`src/rtl/pulse_gen_pkg.sv`:
```
// pulse_gen_pkg: state encoding, default protect hold-off and period split helpers
package pulse_gen_pkg;
  localparam logic [2:0] S_IDLE = 3'd0;
  localparam logic [2:0] S_POS  = 3'd1;
  localparam logic [2:0] S_GAP1 = 3'd2;
  localparam logic [2:0] S_NEG  = 3'd3;
  localparam logic [2:0] S_GAP2 = 3'd4;
  localparam logic [2:0] S_WAIT = 3'd5;
  localparam logic [2:0] S_PROT = 3'd6;
  localparam int unsigned PROT_CYC_DEF = 100_000_000;
  function automatic int unsigned half_hi(input int unsigned p);
    return p < 2 ? 1 : (p + 1) / 2;
  endfunction
  function automatic int unsigned half_lo(input int unsigned p);
    return p < 2 ? 1 : p / 2;
  endfunction
endpackage

```
`src/rtl/phase_timer.sv`:
```
// phase_timer: loadable down-counter, saturates at zero
module phase_timer #(
  parameter int W = 10
) (
  input  logic         clk,
  input  logic         RESET_N,
  input  logic [W-1:0] load_val,
  input  logic         load,
  input  logic         tick,
  output logic         zero
);
  logic [W-1:0] cnt;
  always_ff @(posedge clk or negedge RESET_N)
    if (!RESET_N) cnt <= '0;
    else if (load) cnt <= load_val;
    else if (tick && cnt != '0) cnt <= cnt - 1'b1;
  assign zero = cnt == '0;
endmodule

```
`src/rtl/burst_pulse_gen.sv`:
```
// burst_pulse_gen: N-pulse uni/bipolar burst generator with protect hold-off
module burst_pulse_gen
  import pulse_gen_pkg::*;
#(
  parameter int          PER_W    = 10,
  parameter int          NUM_W    = 6,
  parameter int          DEAD_W   = 4,
  parameter int unsigned PROT_CYC = PROT_CYC_DEF,
  parameter int          PROT_W   = 27
) (
  input  logic              clk,
  input  logic              RESET_N,
  input  logic [PER_W-1:0]  pulse_period,
  input  logic [NUM_W-1:0]  pulse_num,
  input  logic [DEAD_W-1:0] dead_time,
  input  logic              bipolar,
  input  logic              burst_syn,
  input  logic              protect_en,
  output logic              pulse_p,
  output logic              pulse_n,
  output logic              busy,
  output logic              done,
  output logic              fault
);
  logic [2:0] state, nxt;
  logic [PER_W-1:0] lat_p, sel_p, h_m1, l_m1, d_m1, ld_val;
  logic [NUM_W-1:0] lat_n, sel_n, pcnt;
  logic [DEAD_W-1:0] lat_d, sel_d;
  logic lat_bi, sel_bi, idle, last, ld, ph_zero, pr_zero, pr_ld, done_nxt, pc_inc, pc_clr;
  assign idle = state == S_IDLE;
  // In IDLE the decision uses live inputs, since latching happens on the same edge
  assign sel_p = idle ? pulse_period : lat_p;
  assign sel_n = idle ? pulse_num : lat_n;
  assign sel_d = idle ? dead_time : lat_d;
  assign sel_bi = idle ? bipolar : lat_bi;
  assign h_m1 = PER_W'(half_hi(32'(sel_p)) - 1);
  assign l_m1 = PER_W'(half_lo(32'(sel_p)) - 1);
  assign d_m1 = PER_W'(sel_d) - PER_W'(1);
  assign last = pcnt == sel_n - NUM_W'(1);
  assign pr_ld = nxt == S_PROT && state != S_PROT;
  always_comb begin
    nxt = state;
    ld = 1'b0;
    ld_val = h_m1;
    done_nxt = 1'b0;
    pc_inc = 1'b0;
    pc_clr = 1'b0;
    if (protect_en && state != S_PROT) begin
      nxt = S_PROT;
      pc_clr = 1'b1;
    end else
      case (state)
        S_IDLE: if (burst_syn) begin
          pc_clr = 1'b1;
          nxt = sel_n == '0 ? S_WAIT : S_POS;
          done_nxt = sel_n == '0;
          ld = 1'b1;
        end
        S_POS: if (ph_zero) begin
          ld = 1'b1;
          if (sel_bi) begin
            nxt = sel_d != '0 ? S_GAP1 : S_NEG;
            ld_val = sel_d != '0 ? d_m1 : l_m1;
          end else begin
            nxt = last ? S_WAIT : S_GAP2;
            done_nxt = last;
            ld_val = l_m1;
          end
        end
        S_GAP1: if (ph_zero) begin
          nxt = S_NEG;
          ld = 1'b1;
          ld_val = l_m1;
        end
        S_NEG: if (ph_zero) begin
          ld = 1'b1;
          done_nxt = last;
          pc_inc = !last && sel_d == '0;
          nxt = last ? S_WAIT : sel_d != '0 ? S_GAP2 : S_POS;
          ld_val = sel_d != '0 ? d_m1 : h_m1;
        end
        S_GAP2: if (ph_zero) begin
          nxt = S_POS;
          ld = 1'b1;
          pc_inc = 1'b1;
        end
        S_WAIT: nxt = burst_syn ? S_WAIT : S_IDLE;
        S_PROT: nxt = pr_zero ? S_IDLE : S_PROT;
        default: nxt = S_IDLE;
      endcase
  end
  phase_timer #(.W(PER_W)) u_phase (
    .clk(clk), .RESET_N(RESET_N), .load_val(ld_val), .load(ld), .tick(1'b1), .zero(ph_zero)
  );
  phase_timer #(.W(PROT_W)) u_prot (
    .clk(clk), .RESET_N(RESET_N), .load_val(PROT_W'(PROT_CYC - 1)), .load(pr_ld),
    .tick(state == S_PROT), .zero(pr_zero)
  );
  always_ff @(posedge clk or negedge RESET_N)
    if (!RESET_N) begin
      state <= S_IDLE;
      {lat_p, lat_n, lat_d, lat_bi, pcnt} <= '0;
      {pulse_p, pulse_n, busy, done, fault} <= '0;
    end else begin
      state <= nxt;
      if (idle && burst_syn) {lat_p, lat_n, lat_d, lat_bi} <= {pulse_period, pulse_num, dead_time, bipolar};
      pcnt <= pc_clr ? '0 : pc_inc ? pcnt + 1'b1 : pcnt;
      pulse_p <= nxt == S_POS;
      pulse_n <= nxt == S_NEG;
      busy <= nxt inside {S_POS, S_GAP1, S_NEG, S_GAP2};
      done <= done_nxt;
      fault <= nxt == S_PROT;
    end
endmodule
```
`config.mk`:
```
export PLATFORM = sky130hd
export DESIGN_NAME = burst_pulse_gen
export DESIGN_NICKNAME = d
export VERILOG_FILES = /design/src/rtl/pulse_gen_pkg.sv /design/src/rtl/phase_timer.sv /design/src/rtl/burst_pulse_gen.sv
export SDC_FILE = /design/constraint.sdc
export NUM_CORES = 1
export LEC_CHECK = 0
export ABC_AREA = 1
export ABC_CLOCK_PERIOD_IN_PS = 4300
export CAP_MARGIN = 25
export CORE_AREA = 2 2 99 101
export DETAILED_ROUTE_END_ITERATION = 12
export DIE_AREA = 0 0 101 103
export GPL_ROUTABILITY_DRIVEN = 0
export PLACE_DENSITY_LB_ADDON = 0.12
export SLEW_MARGIN = 10
export SYNTH_ARGS = -nofsm -noshare
export SYNTH_HDL_FRONTEND = slang
export SYNTH_SLANG_ARGS = --single-unit
```
`constraint.sdc`:
```
create_clock -name clk -period 4.3 [get_ports clk]
set_input_delay 0.86 -clock clk [delete_from_list [all_inputs] [get_ports clk]]
set_output_delay 0.86 -clock clk [all_outputs]
set_load 0.01 [all_outputs]
```
==> results.json <==
{
  "layout_min_cycle_time_ps": 3190,
  "cts_tree": "yes",
  "startpoint_type": "register",
  "critPathTopFamily": "simple AND/OR/NAND/NOR gates",
  "overflow": 0,
  "wl_per_cell_um": 13.9,
  "hold_path_class": "primary input to async pin",
  "combPwrFrac": 0.601,
  "area_delta_synth_final_pct": 9.81,
  "cp.arrival_ps": 3460,
  "crit_fanout": 43,
  "synth_simple_gate_area_frac": 0.382,
  "dr.pass1.iters": 6,
  "multi_input_area_um2": 3100,
  "cts_sinks": 72,
  "status": "complete, no violations",
  "cts.htree.levels": 3,
  "clk_pin_slew_worst_paths_ps": 70,
  "syn_avg_cell_area_um2": 6.81,
  "synth-adder-area-share": 0.0207,
  "internal_power_uw": 1840,
  "worst_pin_slew_ps": 631,
  "routed_wl_mm": 13.1,
  "ys_warn_count": 0,
  "clock_skew_ps": 8.50,
  "worstSkewPairLatency_ps": 350,
  "drv_slew": 0,
  "final.setup.tns_ps": 0,
  "clock-root-buffer": "clkbuf_8",
  "worst-path-buf-inv": 1,
  "drc_errors": 0,
  "postCtsSetupBuffers": 0,
  "numCtsBuffers": 9,
  "slowest_stage": "dfrtp_1",
  "fin_crit_sh": 0.742,
  "p_switching_uw": 1850,
  "clkPwrFrac": 0.124,
  "ys_seq_area_frac": 0.332,
  "drive_gt1_frac": 0.0904,
  "setup-violations-final": 0,
  "critPathKind": "register to register",
  "p_leak_uw": 0.00281,
  "coreArea_um2": 9460,
  "cts_resized": 0,
  "maxCapViolCount": 0,
  "cp-end-kind": "register",
  "synth_nets": 832,
  "grt_pass1_vias": 4872,
  "yosysUniqueCellTypes": 48,
  "slowest_delay_ps": 450,
  "synth_compound_area_frac": 0.112,
  "slew_headroom": 0.579,
  "p_sw_frac": 0.502,
  "track_usage": 0.270,
  "ios": 30,
  "cts_hold_buffers": 0,
  "die_h_um": 103,
  "grt_max_degree": 73,
  "regArea_um2": 1800,
  "die_x_um": 101,
  "postSynthRegisterBits": 72,
  "synth_mux_area_frac": 0,
  "p_seq_frac": 0.275,
  "path_cells": "nor2_4 > nand2_4 > o21ai_1 > ha_1 > nand2_1 > inv_1 > nand2_1 > nand3_1 > nand2_1 > nor2_1 > nand2_1 > nand3_1 > nand2_2 > nor2_4 > nand2_1 > o21ai_0",
  "antenna_cells": 0,
  "fill_cells": 862,
  "cp_data_required_time_ps": 4570,
  "fin_nets": 861,
  "pwr_density_cell_nw_per_um2": 618,
  "vias": 5233,
  "fmax_mhz": 313,
  "cts_max_path_buffers": 2,
  "postRouteAntennaNets": 0,
  "syn_area_um2": 5430,
  "final_cells": 944,
  "r2r_setup_slack_ps": 1110,
  "synth_xor_area_frac": 0.0562,
  "hold_violations": 0,
  "dp.cells": 929,
  "antenna_found_initial": 0,
  "vdd_drop_max_uv": 343,
  "grt_pass1_wl_mm": 22.4,
  "drt_iter0_drc": 357,
  "synthCells": 798,
  "start_util": 0.574,
  "dieArea_um2": 10400,
  "dp_hpwl_mm": 9.79,
  "final_core_util": 0.631,
  "synth_top_family_by_area": "simple AND/OR/NAND/NOR gates",
  "rows": 36,
  "io_buffers": 29,
  "viasPerCell": 5.54,
  "worst_path_most_repeated_cell": "nand2_1",
  "grt_setup_unrepaired": "false"
}
## layer usage
layer | part of all wire | GRT usage
met1 | 0.46 | 0.356
met2 | 0.48 | 0.451
met3 | 0.045 | 0.0380
met4 | 0.019 | 0.106
met5 | 0 | 0
## cells in the final DEF (no fill, tap or decap), types with 2 or more instances in the layout
cell,synthesis,final
xnor2_1,11,11
or2_2,2,2
nor2_1,90,90
o21ai_2,7,7
nor4_1,4,4
o211ai_1,3,3
dfrtp_1,72,72
clkbuf_1,7,3
nand2_1,211,211
o2111ai_1,2,2
o21ai_1,10,10
a21oi_1,21,21
inv_2,8,8
nand2_2,15,15
nand3b_1,10,10
or2_1,2,2
clkbuf_8,0,10
inv_1,103,103
nor2_4,9,9
clkdlybuf4s50_1,0,28
a21boi_1,3,3
nand3_2,2,2
ha_1,9,9
buf_4,0,5
nand4_1,17,17
nand3_1,64,64
nor2_2,3,3
nor3_1,18,18
xor2_1,22,22
nand2_4,4,4
o21ai_0,44,44
## per-stage QoR
step           instance area, um2  hold WS [ps]  power, uW  worst slack, ps
2_1_floorplan                5430           442       2730             1760
3_3_place_gp                 5780           458       3150             1160
3_5_place_dp                 5780           472       3200             1110
4_1_cts                      5940           489       3670             1120
5_1_grt                      5970           317       4050              763
6_report                     5970           323       3690             1110
## cells in the mapped netlist, drive strengths merged
master   instances  area share
a31o             1      0.0016
clkinv           1     0.00069
o2111ai          2      0.0032
nand4           17       0.020
a21oi           23       0.024
a21boi           4      0.0055
nand2          230        0.17
dfrtp           72        0.33
o21bai           1      0.0021
a22oi            1      0.0014
buf              9       0.015
o221ai           1      0.0016
nor3b            1      0.0014
nor3            19       0.018
inv            111       0.077
ha               9       0.021
nand3           66       0.063
nand3b          10       0.014
a31oi            2      0.0035
or2              4      0.0046
clkbuf           7      0.0048
o211ai           3      0.0041
xor2            23       0.038
nor2           102       0.084
o21ai           62       0.064
xnor2           11       0.018
o22ai            1      0.0012
nor4             4      0.0046
or3              1      0.0012
## logic make-up after synthesis
kind of cell             count (synthesis)
AND/OR/NAND/NOR                        454
buffers and inverters                  128
AO/OA/AOI/OAI                          101
flip-flops                              72
XOR/XNOR                                34
adder cells (fa/ha/maj)                  9
## area by class of cell
| class | instances | area share |
|---|---|---|
| clock buffers | 13 | 0.0250 |
| clock inverters | 1 | 0.000839 |
| inverters | 112 | 0.0705 |
| multi-input cells | 598 | 0.520 |
| flip-flops and latches | 72 | 0.302 |
| well taps | 114 | 0.0239 |
| repair buffers | 34 | 0.0579 |
## power by group through the flow
stage                     Combinational (uW)  Clock (uW)  Sequential (uW)
after floorplan                         1730           0             1000
after global placement                  2130           0             1020
after detailed placement                2180           0             1020
after CTS                               2190         471             1010
after global routing                    2520         493             1040
final                                   2220         459             1010
## flip-flops by register name (all words and copies together), names as in the netlist, 3 cells and up
name,cells
lat_n,6
lat_d,4
pcnt,6
lat_p,10
u_prot.cnt,27
state,3
u_phase.cnt,10
## final timing paths
path | to | from | depth (start not counted)
worst min-delay path | lat_n[0] | RESET_N | 1
min in group clk | lat_n[4] | lat_n[4] | 2
worst max-delay path | pcnt[5] | state[0] | 16
worst max register to register | pcnt[5] | state[0] | 16
max in group asynchronous | u_phase.cnt[9] | RESET_N | 2
worst min register to register | lat_n[4] | lat_n[4] | 2
(Power assumes the default switching activity.)
